File: config.mk
export PLATFORM = sky130hd
export DESIGN_NAME = latch_sampler_flat
export DESIGN_NICKNAME = d
export VERILOG_FILES = /design/src/rtl/latch_sampler_pkg.sv /design/src/rtl/latch_sampler_if.sv /design/src/rtl/latch_sampler_sync_chain.sv /design/src/rtl/latch_sampler.sv /design/src/flat_wrapper.sv
export SDC_FILE = /design/constraint.sdc
export NUM_CORES = 1
export LEC_CHECK = 0
export ABC_AREA = 1
export ABC_CLOCK_PERIOD_IN_PS = 1400
export CORE_MARGIN = 3
export CORE_UTILIZATION = 45
export CTS_CLUSTER_DIAMETER = 100
export DETAILED_ROUTE_END_ITERATION = 8
export PLACE_DENSITY = 0.69
export SYNTH_ARGS = -nofsm -noshare
export SYNTH_HDL_FRONTEND = slang
export SYNTH_SLANG_ARGS = --single-unit
File: constraint.sdc
create_clock -name clk -period 1.4 [get_ports clk]
set_input_delay 0.42 -clock clk [delete_from_list [all_inputs] [get_ports clk]]
set_output_delay 0.42 -clock clk [all_outputs]
set_load 0.005 [all_outputs]
File: src/rtl/latch_sampler_pkg.sv
// Shared types and helpers for the latch sampler: FSM state encoding and
// sizing of the debounce stability counter.
package latch_pkg;

  typedef enum logic [1:0] {
    LOW      = 2'd0,
    CHK_HIGH = 2'd1,
    HIGH     = 2'd2,
    CHK_LOW  = 2'd3
  } sampler_state_t;

  function automatic int stab_width(input int debounce_cycles);
    return $clog2(debounce_cycles + 1);
  endfunction

endpackage

File: src/rtl/latch_sampler_if.sv
// Bus between the latch sampler and its controller: async latch level and
// clear in, debounced level, edge pulses, event counters and overflow out.
interface latch_sampler_if #(
  parameter int CNT_WIDTH = 8
) ();
  logic                 q_async;
  logic                 clear;
  logic                 level;
  logic                 rise;
  logic                 fall;
  logic [CNT_WIDTH-1:0] rise_count;
  logic [CNT_WIDTH-1:0] fall_count;
  logic                 overflow;

  modport master (
    output q_async, clear,
    input  level, rise, fall, rise_count, fall_count, overflow
  );

  modport slave (
    input  q_async, clear,
    output level, rise, fall, rise_count, fall_count, overflow
  );
endinterface

File: src/rtl/latch_sampler_sync_chain.sv
// Shift-register synchronizer, reset to 0; d appears on q after STAGES edges.
module sync_chain #(
  parameter int STAGES = 2
) (
  input  logic clk,
  input  logic rst,
  input  logic d,
  output logic q
);
  logic [STAGES-1:0] r_sh;

  always_ff @(posedge clk or posedge rst) begin
    if (rst) begin
      r_sh <= '0;
    end else begin
      r_sh <= {r_sh[STAGES-2:0], d};
    end
  end

  assign q = r_sh[STAGES-1];
endmodule

File: src/rtl/latch_sampler.sv
// Synchronizes and debounces an async latch output into a clean level with
// rise/fall pulses and saturating counters; latency SYNC_STAGES+DEBOUNCE_CYCLES-1.
module latch_sampler
  import latch_pkg::*;
#(
  parameter int SYNC_STAGES     = 2,
  parameter int DEBOUNCE_CYCLES = 4,
  parameter int CNT_WIDTH       = 8
) (
  input  logic            clk,
  input  logic            rst,
  latch_sampler_if.slave  bus
);
  localparam int SW = stab_width(DEBOUNCE_CYCLES);
  localparam logic [SW-1:0]        STAB_ONE  = SW'(1);
  localparam logic [SW-1:0]        STAB_LAST = SW'(DEBOUNCE_CYCLES - 1);
  localparam logic [CNT_WIDTH-1:0] CNT_ONE   = CNT_WIDTH'(1);

  logic                 w_s;
  sampler_state_t       r_state;
  sampler_state_t       w_state_nxt;
  logic [SW-1:0]        r_stab;
  logic [SW-1:0]        w_stab_nxt;
  logic                 w_rise_evt;
  logic                 w_fall_evt;
  logic                 r_level;
  logic                 r_rise;
  logic                 r_fall;
  logic [CNT_WIDTH-1:0] r_rise_count;
  logic [CNT_WIDTH-1:0] r_fall_count;
  logic                 r_overflow;

  sync_chain #(.STAGES(SYNC_STAGES)) u_sync (
    .clk (clk),
    .rst (rst),
    .d   (bus.q_async),
    .q   (w_s)
  );

  always_ff @(posedge clk or posedge rst) begin
    if (rst) begin
      r_state <= LOW;
      r_stab  <= '0;
    end else begin
      r_state <= w_state_nxt;
      r_stab  <= w_stab_nxt;
    end
  end

  // A single disagreeing sample in a CHK_* state returns to the stable state.
  always_comb begin
    w_state_nxt = r_state;
    w_stab_nxt  = r_stab;
    w_rise_evt  = 1'b0;
    w_fall_evt  = 1'b0;
    case (r_state)
      LOW: begin
        if (w_s) begin
          if (DEBOUNCE_CYCLES == 1) begin
            w_state_nxt = HIGH;
            w_stab_nxt  = '0;
            w_rise_evt  = 1'b1;
          end else begin
            w_state_nxt = CHK_HIGH;
            w_stab_nxt  = STAB_ONE;
          end
        end
      end
      CHK_HIGH: begin
        if (!w_s) begin
          w_state_nxt = LOW;
          w_stab_nxt  = '0;
        end else if (r_stab == STAB_LAST) begin
          w_state_nxt = HIGH;
          w_stab_nxt  = '0;
          w_rise_evt  = 1'b1;
        end else begin
          w_stab_nxt = r_stab + STAB_ONE;
        end
      end
      HIGH: begin
        if (!w_s) begin
          if (DEBOUNCE_CYCLES == 1) begin
            w_state_nxt = LOW;
            w_stab_nxt  = '0;
            w_fall_evt  = 1'b1;
          end else begin
            w_state_nxt = CHK_LOW;
            w_stab_nxt  = STAB_ONE;
          end
        end
      end
      CHK_LOW: begin
        if (w_s) begin
          w_state_nxt = HIGH;
          w_stab_nxt  = '0;
        end else if (r_stab == STAB_LAST) begin
          w_state_nxt = LOW;
          w_stab_nxt  = '0;
          w_fall_evt  = 1'b1;
        end else begin
          w_stab_nxt = r_stab + STAB_ONE;
        end
      end
      default: begin
        w_state_nxt = LOW;
        w_stab_nxt  = '0;
      end
    endcase
  end

  always_ff @(posedge clk or posedge rst) begin
    if (rst) begin
      r_level <= 1'b0;
      r_rise  <= 1'b0;
      r_fall  <= 1'b0;
    end else begin
      r_level <= (w_state_nxt == HIGH) || (w_state_nxt == CHK_LOW);
      r_rise  <= w_rise_evt;
      r_fall  <= w_fall_evt;
    end
  end

  // Clear wins over a same-edge event; the pulse itself is unaffected.
  always_ff @(posedge clk or posedge rst) begin
    if (rst) begin
      r_rise_count <= '0;
      r_fall_count <= '0;
      r_overflow   <= 1'b0;
    end else if (bus.clear) begin
      r_rise_count <= '0;
      r_fall_count <= '0;
      r_overflow   <= 1'b0;
    end else begin
      if (w_rise_evt) begin
        if (&r_rise_count) r_overflow <= 1'b1;
        else               r_rise_count <= r_rise_count + CNT_ONE;
      end
      if (w_fall_evt) begin
        if (&r_fall_count) r_overflow <= 1'b1;
        else               r_fall_count <= r_fall_count + CNT_ONE;
      end
    end
  end

  assign bus.level      = r_level;
  assign bus.rise       = r_rise;
  assign bus.fall       = r_fall;
  assign bus.rise_count = r_rise_count;
  assign bus.fall_count = r_fall_count;
  assign bus.overflow   = r_overflow;
endmodule

File: src/flat_wrapper.sv
// flat-port wrapper written by rule: the top's interface ports become plain ports
module latch_sampler_flat import latch_pkg::*;
#(
  parameter int SYNC_STAGES     = 2,
  parameter int DEBOUNCE_CYCLES = 4,
  parameter int CNT_WIDTH       = 8
)
  (clk, rst, bus_q_async, bus_clear, bus_level, bus_rise, bus_fall, bus_rise_count, bus_fall_count, bus_overflow);
  latch_sampler_if #(.CNT_WIDTH(CNT_WIDTH)) bus_i ();
  input  logic clk;
  input  logic rst;
  input wire logic [$bits(bus_i.q_async)-1:0] bus_q_async;
  input wire logic [$bits(bus_i.clear)-1:0] bus_clear;
  output wire logic [$bits(bus_i.level)-1:0] bus_level;
  output wire logic [$bits(bus_i.rise)-1:0] bus_rise;
  output wire logic [$bits(bus_i.fall)-1:0] bus_fall;
  output wire logic [$bits(bus_i.rise_count)-1:0] bus_rise_count;
  output wire logic [$bits(bus_i.fall_count)-1:0] bus_fall_count;
  output wire logic [$bits(bus_i.overflow)-1:0] bus_overflow;
  assign bus_i.q_async = bus_q_async;
  assign bus_i.clear = bus_clear;
  assign bus_level = bus_i.level;
  assign bus_rise = bus_i.rise;
  assign bus_fall = bus_i.fall;
  assign bus_rise_count = bus_i.rise_count;
  assign bus_fall_count = bus_i.fall_count;
  assign bus_overflow = bus_i.overflow;
  latch_sampler #(.SYNC_STAGES(SYNC_STAGES), .DEBOUNCE_CYCLES(DEBOUNCE_CYCLES), .CNT_WIDTH(CNT_WIDTH)) u_core (.clk(clk), .rst(rst), .bus(bus_i));
endmodule
==> results.yml <==
timing:
  setup-violations-final: 0
  final.period_utilization_pct: 96.1
  hold_viol: 0
  slew_viol_final: 0
  period_minus_slack_ps: 1350
  worstMarginPinSlew_ps: 224
  fmax_ghz: 0.743
  maxSlewHeadroom_pct: 85.0
  rsz0062_at_grt: "true"
  fin_skew_ps: 4.47
  setup_ws_ps: 54.2
  setup_tns_ps: 0
detailed_routing:
  drt-vias-per-instance: 4.84
  drc_errors: 0
  drt-pass1-iter-count: 5
  wl_per_cell_um: 11.4
  wl_um: 3340
  num_vias: 1413
  drtAntennaViolNets: 0
  first_iter_violations: 50
logic_synthesis:
  synth_top_area_cell: "dfrtp_1"
  ys_warn_count: 0
  syn_area_um2: 1450
  synth_top_area_share_pct: 46.6
  yosysSeqAreaShare_pct: 46.6
  synth_area_leaders: "dfrtp_1 47%, nand2_1 15%, nand3_1 7.9%"
  yosysUniqueCellTypes: 19
  synth_nets: 200
  synthCells: 193
  syn_avg_cell_area_um2: 7.51
  ys_ff_latch: 27
power:
  power_frac_comb_pct: 30.6
  p_seq_share_pct: 51.0
  netSwitchingFraction_pct: 31.9
  p_per_area_nw_per_um2: 898
  switchingPower_mw: 0.586
  p_leak_nw: 0.983
  clkPwrFrac_pct: 18.4
  internal_power_mw: 1.25
  vdd_drop_max_mv: 0.506
  power_mw: 1.84
global_route:
  grt_pass1_wl_um: 5880
  grt_pass1_vias: 1353
  grt_use_total_pct: 18.2
  overflow: 0
  grt_antenna_before_repair: 0
  grt_max_degree: 28
min_path:
  hold_class: "flop to flop"
critical_path:
  critical_path_class: "flop to primary output"
  startpoint_type: "flop"
  end_kind: "primary output"
  slowest_delay_ps: 410
  cp_slowest_cell: "dfrtp_1"
  worst-path-max-fanout: 2
  critical-path-top-delay-family: "flip-flops"
  rrSetupSlack_ps: 60
  required_ps: 980
  cp_cell_sequence: "clkdlybuf4s15_1"
  worstPathArrival_ps: 930
  crit_buf_inv: 1
final_layout:
  finalNetCount: 258
  final_common_cell: "nand2_1"
  final_cells: 292
  final_util_pct: 70.5
  antenna_cells: 0
  synthToLayoutAreaGrowth_pct: 41.1
  layout-drive-gt1-share_pct: 28.4
  final_cell_mix: "58 x nand2_1, 28 x buf_4, 27 x dfrtp_1"
place:
  place_ws_ps: -277
  dp_cells: 276
  place_hpwl_um: 2350
  portBuffers: 23
  place.gp.congestion: 0.823
floorplanning:
  start_util_pct: 50.0
  coreArea_um2: 2900
  ioPinCount: 24
  dieArea_um2: 3940
  rows: 19
  die_w_um: 62.7
  die_h_um: 62.7
cts:
  clk_pin_slew_ps: 150
  cts_tree: "built"
  cts-root-buf: "clkbuf_4"
  numCtsBuffers: 3
  htreeDepth: 1
  clock-sinks: 27
  ctsHoldBuffers: 0
  cts_max_path_buffers: 2
  clk_latency_ps: 320
run:
  max_cap_viol_count: 0
outcome:
  status: "completed"
path summary, 6_finish.rpt:
kind,startpoint,end,cells after the start
max in group asynchronous,rst,u_core.r_stab[2],3
setup reg to reg,u_core.bus.fall_count[0],u_core.bus.fall_count[2],9
setup / recovery,u_core.bus.fall_count[2],bus_fall_count[2],1
hold / removal,u_core.u_sync.r_sh[0],u_core.u_sync.r_sh[1],0
min in group asynchronous,rst,u_core.u_sync.r_sh[0],3
hold reg to reg,u_core.u_sync.r_sh[0],u_core.u_sync.r_sh[1],0
state kept, by name, summed over array words and instances (netlist names):
| name | count |
|---|---|
| u_core.bus.fall_count | 8 |
| u_core.bus.rise_count | 8 |
| u_core.r_stab | 3 |
| u_core.r_state | 2 |
| u_core.u_sync.r_sh | 2 |
| u_core.bus.fall | 1 |
| u_core.bus.level | 1 |
| u_core.bus.overflow | 1 |
| u_core.bus.rise | 1 |
synth_stat cells:
master and n:
nor2_4 1, o21ai_1 5, nand2_2 2, inv_1 28, nand2_1 59, a21oi_1 2
nand3_4 1, ha_1 3, xor2_1 1, buf_4 1, buf_2 2, o22ai_1 2
o21ai_0 14, o21ai_2 3, buf_6 1, nand3_1 23, nor2_1 17, dfrtp_1 27
o21bai_1 1
metal layers:
| metal | routed length (µm) | track usage (%) | share of wire, % |
|---|---|---|---|
| met5 | 0 | 0 | 0 |
| met3 | 159 | 3.06 | 4.8 |
| met1 | 1490 | 24.2 | 45 |
| met2 | 1670 | 30.6 | 50 |
| met4 | 19 | 4.96 | 0.57 |
final cells by class:
class                           instances  area, µm²
Clock buffer                            4       26.3
Fill cell                             246        856
Inverter                               28        109
Multi-Input combinational cell        135        738
Sequential cell                        27        676
Tap cell                               42       52.6
Timing Repair Buffer                   56        443
cell families (layout without fill, tap and decap cells):
| logic type | count (synthesis) | in the layout | synth area share [%] |
|---|---|---|---|
| simple gates | 103 | 104 | 30.5 |
| buf+inv | 32 | 88 | 9.24 |
| compound gates | 27 | 27 | 10.4 |
| flops | 27 | 27 | 46.6 |
| fa+ha+maj | 3 | 3 | 2.59 |
| xor+xnor | 1 | 1 | 0.605 |
power groups by stage:
| stage | sequential, mW | clock (mW) | combinational, mW |
|---|---|---|---|
| finish | 0.937 | 0.337 | 0.562 |
| global route | 0.955 | 0.389 | 0.640 |
| CTS | 0.936 | 0.346 | 0.539 |
| detailed placement | 0.962 | 0 | 0.478 |
| global placement | 0.955 | 0 | 0.463 |
| floorplan | 0.966 | 0 | 0.255 |
metrics by stage:
stage	instance area, µm²	hold WS [ps]
floorplan	1450	331
detailed placement	1880	337
global route	2040	373
CTS	2020	369
finish	2040	373
global placement	1880	332
what timing repair did:
| action | CTS | global route |
|---|---|---|
| setup endpoints to repair | 32 | 32 |
| gates cloned | 1 | 0 |
| hold endpoints to repair | 0 | 0 |
| pin swaps | 2 | 5 |
| resized for setup | 49 | 37 |
| setup buffers | 9 | 2 |
Note: power is estimated with default switching activity, not from simulation.
